$ cat src/rtl/vedic_mul_arbiter.sv
// Round-robin arbiter sharing one multiplier core between two requesters.
// Optional watchdog on the core's done strobe: define MUL_TIMEOUT_EN.
//
// state   | meaning
// --------+-----------------------------------------------------------
// S_IDLE  | waiting for a request; combinational ready to the grantee
// S_ISSUE | operands latched, mul_go high for this single cycle
// S_WAIT  | waiting for mul_done (or the watchdog, when enabled)
// S_RESP  | product held on rsp_data until the grantee takes it
module vedic_mul_arbiter #(
    parameter int WIDTH   = 4,
    parameter int HB_DIV  = 8,
    parameter int TIMEOUT = 32
) (
    input  logic               clk,
    input  logic               rst,
    input  logic               req0_valid,
    output logic               req0_ready,
    input  logic [WIDTH-1:0]   req0_a,
    input  logic [WIDTH-1:0]   req0_b,
    input  logic               req1_valid,
    output logic               req1_ready,
    input  logic [WIDTH-1:0]   req1_a,
    input  logic [WIDTH-1:0]   req1_b,
    output logic [1:0]         rsp_valid,
    input  logic [1:0]         rsp_ready,
    output logic [2*WIDTH-1:0] rsp_data,
    output logic               rsp_err,
    output logic               mul_go,
    output logic [WIDTH-1:0]   mul_a,
    output logic [WIDTH-1:0]   mul_b,
    input  logic [2*WIDTH-1:0] mul_p,
    input  logic               mul_done,
    output logic [15:0]        ops_count,
    output logic               busy_led
);

    typedef enum logic [1:0] {
        S_IDLE  = 2'd0,
        S_ISSUE = 2'd1,
        S_WAIT  = 2'd2,
        S_RESP  = 2'd3
    } state_t;

    localparam logic [7:0] HB_LOAD = 8'(HB_DIV - 1);

    state_t             r_state;
    logic               r_ptr;
    logic               r_gnt;
    logic               r_go;
    logic [WIDTH-1:0]   r_mul_a;
    logic [WIDTH-1:0]   r_mul_b;
    logic [2*WIDTH-1:0] r_rsp_data;
    logic [1:0]         r_rsp_valid;
    logic [15:0]        r_ops;
    logic [7:0]         r_hb_cnt;
    logic               r_led;

    logic w_idle;
    logic w_rdy0;
    logic w_rdy1;

`ifdef MUL_TIMEOUT_EN
    localparam int TMO_W = $clog2(TIMEOUT + 1);
    localparam logic [TMO_W-1:0] TMO_LOAD = TMO_W'(TIMEOUT - 1);

    logic [TMO_W-1:0] r_tmo;
    logic             r_rsp_err;

    assign rsp_err = r_rsp_err;
`else
    assign rsp_err = 1'b0;
`endif

    // Pointer's requester wins; the other one only gets in when the pointer side is idle.
    assign w_idle = (r_state == S_IDLE);
    assign w_rdy0 = w_idle && req0_valid && (!r_ptr || !req1_valid);
    assign w_rdy1 = w_idle && req1_valid && (r_ptr || !req0_valid);

    assign req0_ready = w_rdy0;
    assign req1_ready = w_rdy1;
    assign rsp_valid  = r_rsp_valid;
    assign rsp_data   = r_rsp_data;
    assign mul_go     = r_go;
    assign mul_a      = r_mul_a;
    assign mul_b      = r_mul_b;
    assign ops_count  = r_ops;
    assign busy_led   = r_led;

    always_ff @(posedge clk) begin
        if (rst) begin
            r_state     <= S_IDLE;
            r_ptr       <= 1'b0;
            r_gnt       <= 1'b0;
            r_go        <= 1'b0;
            r_mul_a     <= '0;
            r_mul_b     <= '0;
            r_rsp_data  <= '0;
            r_rsp_valid <= 2'b00;
            r_ops       <= 16'd0;
            r_hb_cnt    <= HB_LOAD;
            r_led       <= 1'b0;
`ifdef MUL_TIMEOUT_EN
            r_tmo       <= TMO_LOAD;
            r_rsp_err   <= 1'b0;
`endif
        end else begin
            r_go <= 1'b0;
            unique case (r_state)
                S_IDLE: begin
                    if (w_rdy0 || w_rdy1) begin
                        r_mul_a <= w_rdy1 ? req1_a : req0_a;
                        r_mul_b <= w_rdy1 ? req1_b : req0_b;
                        r_gnt   <= w_rdy1;
                        r_ptr   <= ~w_rdy1;
                        r_go    <= 1'b1;
                        r_state <= S_ISSUE;
                    end
                end
                S_ISSUE: begin
`ifdef MUL_TIMEOUT_EN
                    r_tmo   <= TMO_LOAD;
`endif
                    r_state <= S_WAIT;
                end
                S_WAIT: begin
                    if (mul_done) begin
                        r_rsp_data  <= mul_p;
                        r_rsp_valid <= r_gnt ? 2'b10 : 2'b01;
`ifdef MUL_TIMEOUT_EN
                        r_rsp_err   <= 1'b0;
`endif
                        r_state     <= S_RESP;
                    end
`ifdef MUL_TIMEOUT_EN
                    else if (r_tmo == '0) begin
                        r_rsp_data  <= '0;
                        r_rsp_valid <= r_gnt ? 2'b10 : 2'b01;
                        r_rsp_err   <= 1'b1;
                        r_state     <= S_RESP;
                    end else begin
                        r_tmo <= r_tmo - 1'b1;
                    end
`endif
                end
                S_RESP: begin
                    if (rsp_ready[r_gnt]) begin
                        r_rsp_valid <= 2'b00;
                        r_ops       <= r_ops + 16'd1;
                        r_state     <= S_IDLE;
                    end
                end
                default: r_state <= S_IDLE;
            endcase

            // Heartbeat runs only while an operation is in flight.
            if (r_state == S_IDLE) begin
                r_hb_cnt <= HB_LOAD;
                r_led    <= 1'b0;
            end else if (r_hb_cnt == 8'd0) begin
                r_hb_cnt <= HB_LOAD;
                r_led    <= ~r_led;
            end else begin
                r_hb_cnt <= r_hb_cnt - 8'd1;
            end
        end
    end

endmodule

$ cat config.mk
export PLATFORM = sky130hd
export DESIGN_NAME = vedic_mul_arbiter
export DESIGN_NICKNAME = d
export VERILOG_FILES = /design/src/rtl/vedic_mul_arbiter.sv
export SDC_FILE = /design/constraint.sdc
export NUM_CORES = 1
export LEC_CHECK = 0
export BUFFER_PORTS_ARGS = -buffer_cell sky130_fd_sc_hd__buf_2
export CORE_ASPECT_RATIO = 0.5
export CORE_MARGIN = 2
export CORE_UTILIZATION = 45
export DETAILED_ROUTE_END_ITERATION = 10
export PLACE_DENSITY_LB_ADDON = 0.05
export REMOVE_ABC_BUFFERS = 1
export SETUP_SLACK_MARGIN = 0.02
export SYNTH_ARGS = -nofsm -noshare
export SYNTH_HDL_FRONTEND = slang
export SYNTH_SLANG_ARGS = --single-unit
$ cat constraint.sdc
create_clock -name clk -period 5.4 [get_ports clk]
set_input_delay 0.81 -clock clk [delete_from_list [all_inputs] [get_ports clk]]
set_output_delay 0.81 -clock clk [all_outputs]
set_load 0.1 [all_outputs]
==> results.cfg <==
[timing]
period_needed_ns = 2.78
timing.final.max_slew_violations = 0
fin_skew_ns = 0.00605
worstMarginPinSlew_ns = 0.814
setup_tns_ns = 0
setup_repair_after_global_routing_missed_its_margin = false
report.final.setup_viol = 0
final_hold_violating_endpoints = 0
achievable-frequency_mhz = 360
final.period_utilization_pct = 51.4
timing.slew.headroom_pct = 45.6

[finish]
antenna_cells_inserted = 0
ff_latch_area_um2 = 961
post-route-cell-area_mm2 = 0.00256
multi_input_area_mm2 = 0.00106
layout-drive-gt1-share_pct = 25.4
final_core_utilization_pct = 57.9
synthToLayoutAreaGrowth_pct = 22.9
nFillCells = 445
nets = 351

[worst_setup_path]
critPathMostFrequentCell = sky130_fd_sc_hd__buf_2
rr_endpoint = ops_count[11]$_SDFFE_PP0P_
ff2ff_setup_slack_ns = 3.21
critPathLaunchType = input pin
critical_path.slowest_cell = sky130_fd_sc_hd__buf_2
gate_family_responsible_for_the_most_delay_along_the_worst_path = buffers and inverters
timing_startpoint_of_the_critical_path = req0_valid
worst-path-buf-inv = 4
worst_ep_required_time_ns = 4.59
critical_path.reg2reg.startpoint = r_state[1]$_SDFFE_PP0P_
worst-r2r-cell-count = 5
critical_path_arrival_ns = 1.97
critPathCaptureType = output pin
worstSetupPathType = in2out
worstPathCellList = buf_2 > inv_1 > o211ai_2 > clkinv_1 > buf_2
cpPeakStageDelay_ns = 0.37
critical_path.max_fanout = 9

[detailed_routing]
post_drt_wl_per_cell_um = 11.6
detailedRoute.firstIterationViolations = 43
routed_wl_um = 4300
dr_total_vias = 1865
number_of_optimization_iterations_in_the_first_detailed_route_pass = 4
routed_via_density = 5.01
antenna_nets_post_route = 0
detail_route.drc_violations = 0

[clocking]
cts_post_setup_buffers_inserted = 0
cts_buffer_depth = 2
post_cts_resized = 0
clkLatencyLatePin_ns = 0.29
cts_hold_buffers = 0
cts.clk_slew.worst_paths_ns = 0.08
clock_tree.htree_level_count = 2
cts.root.buffer_cell = sky130_fd_sc_hd__clkbuf_8
clock_sink_count = 48
cts_buffers = 5
tritoncts = done

[floorplan]
core_area_mm2 = 0.00442
rows = 17
ios = 70
initial_core_util_pct = 47.1
die_y_um = 52.1
fp.dieArea_mm2 = 0.00522
die_w_um = 100

[grt]
grt_usage_pct = 17.3
grt_remaining_overflow = 0
grt_first_pass_wirelength_um = 7100
grt_antenna_before_repair = 0
largest_net_degree_at_the_start_of_global_routing = 43
via_count_of_the_first_global_routing_pass = 1639

[synthesis]
synthFlopType = sky130_fd_sc_hd__dfxtp_1
post_synth_inst_count = 249
synth.area.mux_share_pct = 3.00
synth_simple_gate_area_share_pct = 26.7
synth_top_family_by_area = simple AND/OR/NAND/NOR gates
synth_edf_count = 0
syn_area_per_cell_um2 = 8.37
yosysWarnings = 0
postSynthRegisterBits = 48
async_flop_share_pct = 0
synth.yosys.seq_area_share_pct = 46.1
synth_cell_types = 34
synthXorXnorAreaFrac_pct = 7.15
synth_fa_ha_area_share_pct = 3.60
compound_cell_area_share_of_the_yosys_netlist_pct = 10.2
synth_area_mm2 = 0.00208

[place]
place_congestion = 0.772
buffer_ports.inserted = 68
detailedPlacementHpwl_um = 3220
dpl-instance-area_mm2 = 0.00245

[run]
max_cap_violation_count = 0

[hold_path]
worstHoldPathCells = 1
hold-path-endpoint = r_hb_cnt[0]$_SDFF_PP1_
min-delay-start = r_hb_cnt[0]$_SDFF_PP1_
min_path_type = reg2reg

[power_and_ir_drop]
clock_power_share_pct = 20.5
power_density_mw_per_mm2 = 474
switchingPower_uw = 564
power_switching_share_pct = 46.5
power.sequential.fraction_pct = 35.5
combinationalPowerShare_pct = 44.0
power.leakage_uw = 0.00111
ir_worst_vdd_mv = 0.202
power.internal_uw = 650
totalPowerFinal_uw = 1210

[status]
status = completed
==> power groups by stage <==
| stage | combinational (uW) | sequential (uW) | clock [uW] |
|---|---|---|---|
| 2_1_floorplan | 210 | 672 | 0 |
| 3_3_place_gp | 529 | 437 | 0 |
| 3_5_place_dp | 535 | 439 | 0 |
| 4_1_cts | 538 | 431 | 260 |
| 5_1_grt | 571 | 438 | 274 |
| 6_report | 534 | 431 | 249 |
==> layer usage <==
metal | track usage, % | part of all wire, % | up-vias
li1 | - | - | 979
met1 | 22.0 | 50 | 853
met2 | 28.9 | 45 | 29
met3 | 4.84 | 4.1 | 4
met4 | 5.48 | 0.67 | 0
met5 | 0 | 0 | -
==> sequential cells by signal, indices dropped and copies added (netlist names), 2 cells and up <==
register / count
rsp_data: 8
mul_a: 4
r_state: 2
mul_b: 4
ops_count: 16
rsp_valid: 2
r_hb_cnt: 8
==> per-stage QoR <==
stage / hold slack (ns) / worst slack [ns] / std cells
after floorplan: 0.384 / 2.20 / 239
after global placement: 0.397 / 2.68 / 364
after detailed placement: 0.404 / 2.62 / 364
after CTS: 0.425 / 2.62 / 372
after global routing: 0.438 / 2.48 / 372
final: 0.423 / 2.62 / 372
==> worst reg2reg max path: stages, from the launching register on <==
cell                      delay [ns]
sky130_fd_sc_hd__dfxtp_1        0.38
sky130_fd_sc_hd__ha_1           0.40
sky130_fd_sc_hd__nand3_1        0.27
sky130_fd_sc_hd__or4_4          0.62
sky130_fd_sc_hd__or3_1          0.33
sky130_fd_sc_hd__a21oi_1        0.13
==> cell families (layout without fill, tap and decap cells) <==
| family | after synthesis | count (layout) |
|---|---|---|
| and+or+nand+nor | 122 | 122 |
| DFF | 48 | 48 |
| AOI/OAI and AO/OA | 33 | 33 |
| xor gates and xnor gates | 17 | 17 |
| buffers and inverters | 16 | 82 |
| adders and majority gates | 6 | 6 |
| muxes | 6 | 6 |
| other | 1 | 1 |
==> synth_stat cells (all sizes together), types with 2 or more instances <==
| library cell | instances | area share [%] |
|---|---|---|
| mux2i | 4 | 1.9 |
| xor2 | 10 | 4.2 |
| clkbuf | 8 | 1.4 |
| inv | 5 | 0.90 |
| nor2b | 4 | 1.2 |
| a21oi | 16 | 3.8 |
| nand3 | 17 | 4.1 |
| xnor2 | 7 | 2.9 |
| buf | 2 | 0.54 |
| nand4 | 4 | 1.2 |
| nand2 | 37 | 6.7 |
| nor2 | 39 | 7.0 |
| ha | 6 | 3.6 |
| nor3 | 5 | 1.2 |
| or3 | 6 | 1.8 |
| a211oi | 2 | 0.72 |
| mux2 | 2 | 1.1 |
| a311oi | 7 | 2.9 |
| o21ai | 5 | 1.2 |
| nor4 | 3 | 0.90 |
| dfxtp | 48 | 46 |
==> cells in the final DEF, fill, tap and decap left out, types with 2 or more instances in the layout <==
cell type	instances
sky130_fd_sc_hd__nand3_1	17
sky130_fd_sc_hd__clkbuf_8	5
sky130_fd_sc_hd__nand2_1	37
sky130_fd_sc_hd__mux2_2	2
sky130_fd_sc_hd__nor2_1	39
sky130_fd_sc_hd__nor2b_1	4
sky130_fd_sc_hd__nor4_1	3
sky130_fd_sc_hd__a311oi_1	7
sky130_fd_sc_hd__ha_1	6
sky130_fd_sc_hd__a21oi_1	16
sky130_fd_sc_hd__xor2_1	10
sky130_fd_sc_hd__xnor2_1	7
sky130_fd_sc_hd__nor3_1	5
sky130_fd_sc_hd__o21ai_0	5
sky130_fd_sc_hd__buf_2	68
sky130_fd_sc_hd__nand4_1	4
sky130_fd_sc_hd__a211oi_1	2
sky130_fd_sc_hd__mux2i_1	4
sky130_fd_sc_hd__dfxtp_1	48
sky130_fd_sc_hd__or3_1	6
sky130_fd_sc_hd__inv_1	5
==> cell type report <==
class	instances	share of cell area, %
inverter	6	0.879
sequential	48	37.5
timing repair buffer	68	13.3
tap	57	2.78
clock buffer	6	2.83
multi-input combinational	185	41.3
clock inverter	2	1.37
==> worst max path at each step <==
stage	end	slack, ns	cells after the start
global placement	req1_ready	2.68	5
detailed placement	req1_ready	2.62	5
finish	req1_ready	2.62	5
global route	req1_ready	2.48	5
floorplan	req0_ready	2.20	2
CTS	req1_ready	2.62	5
Note: power is estimated with default switching activity, not from simulation.
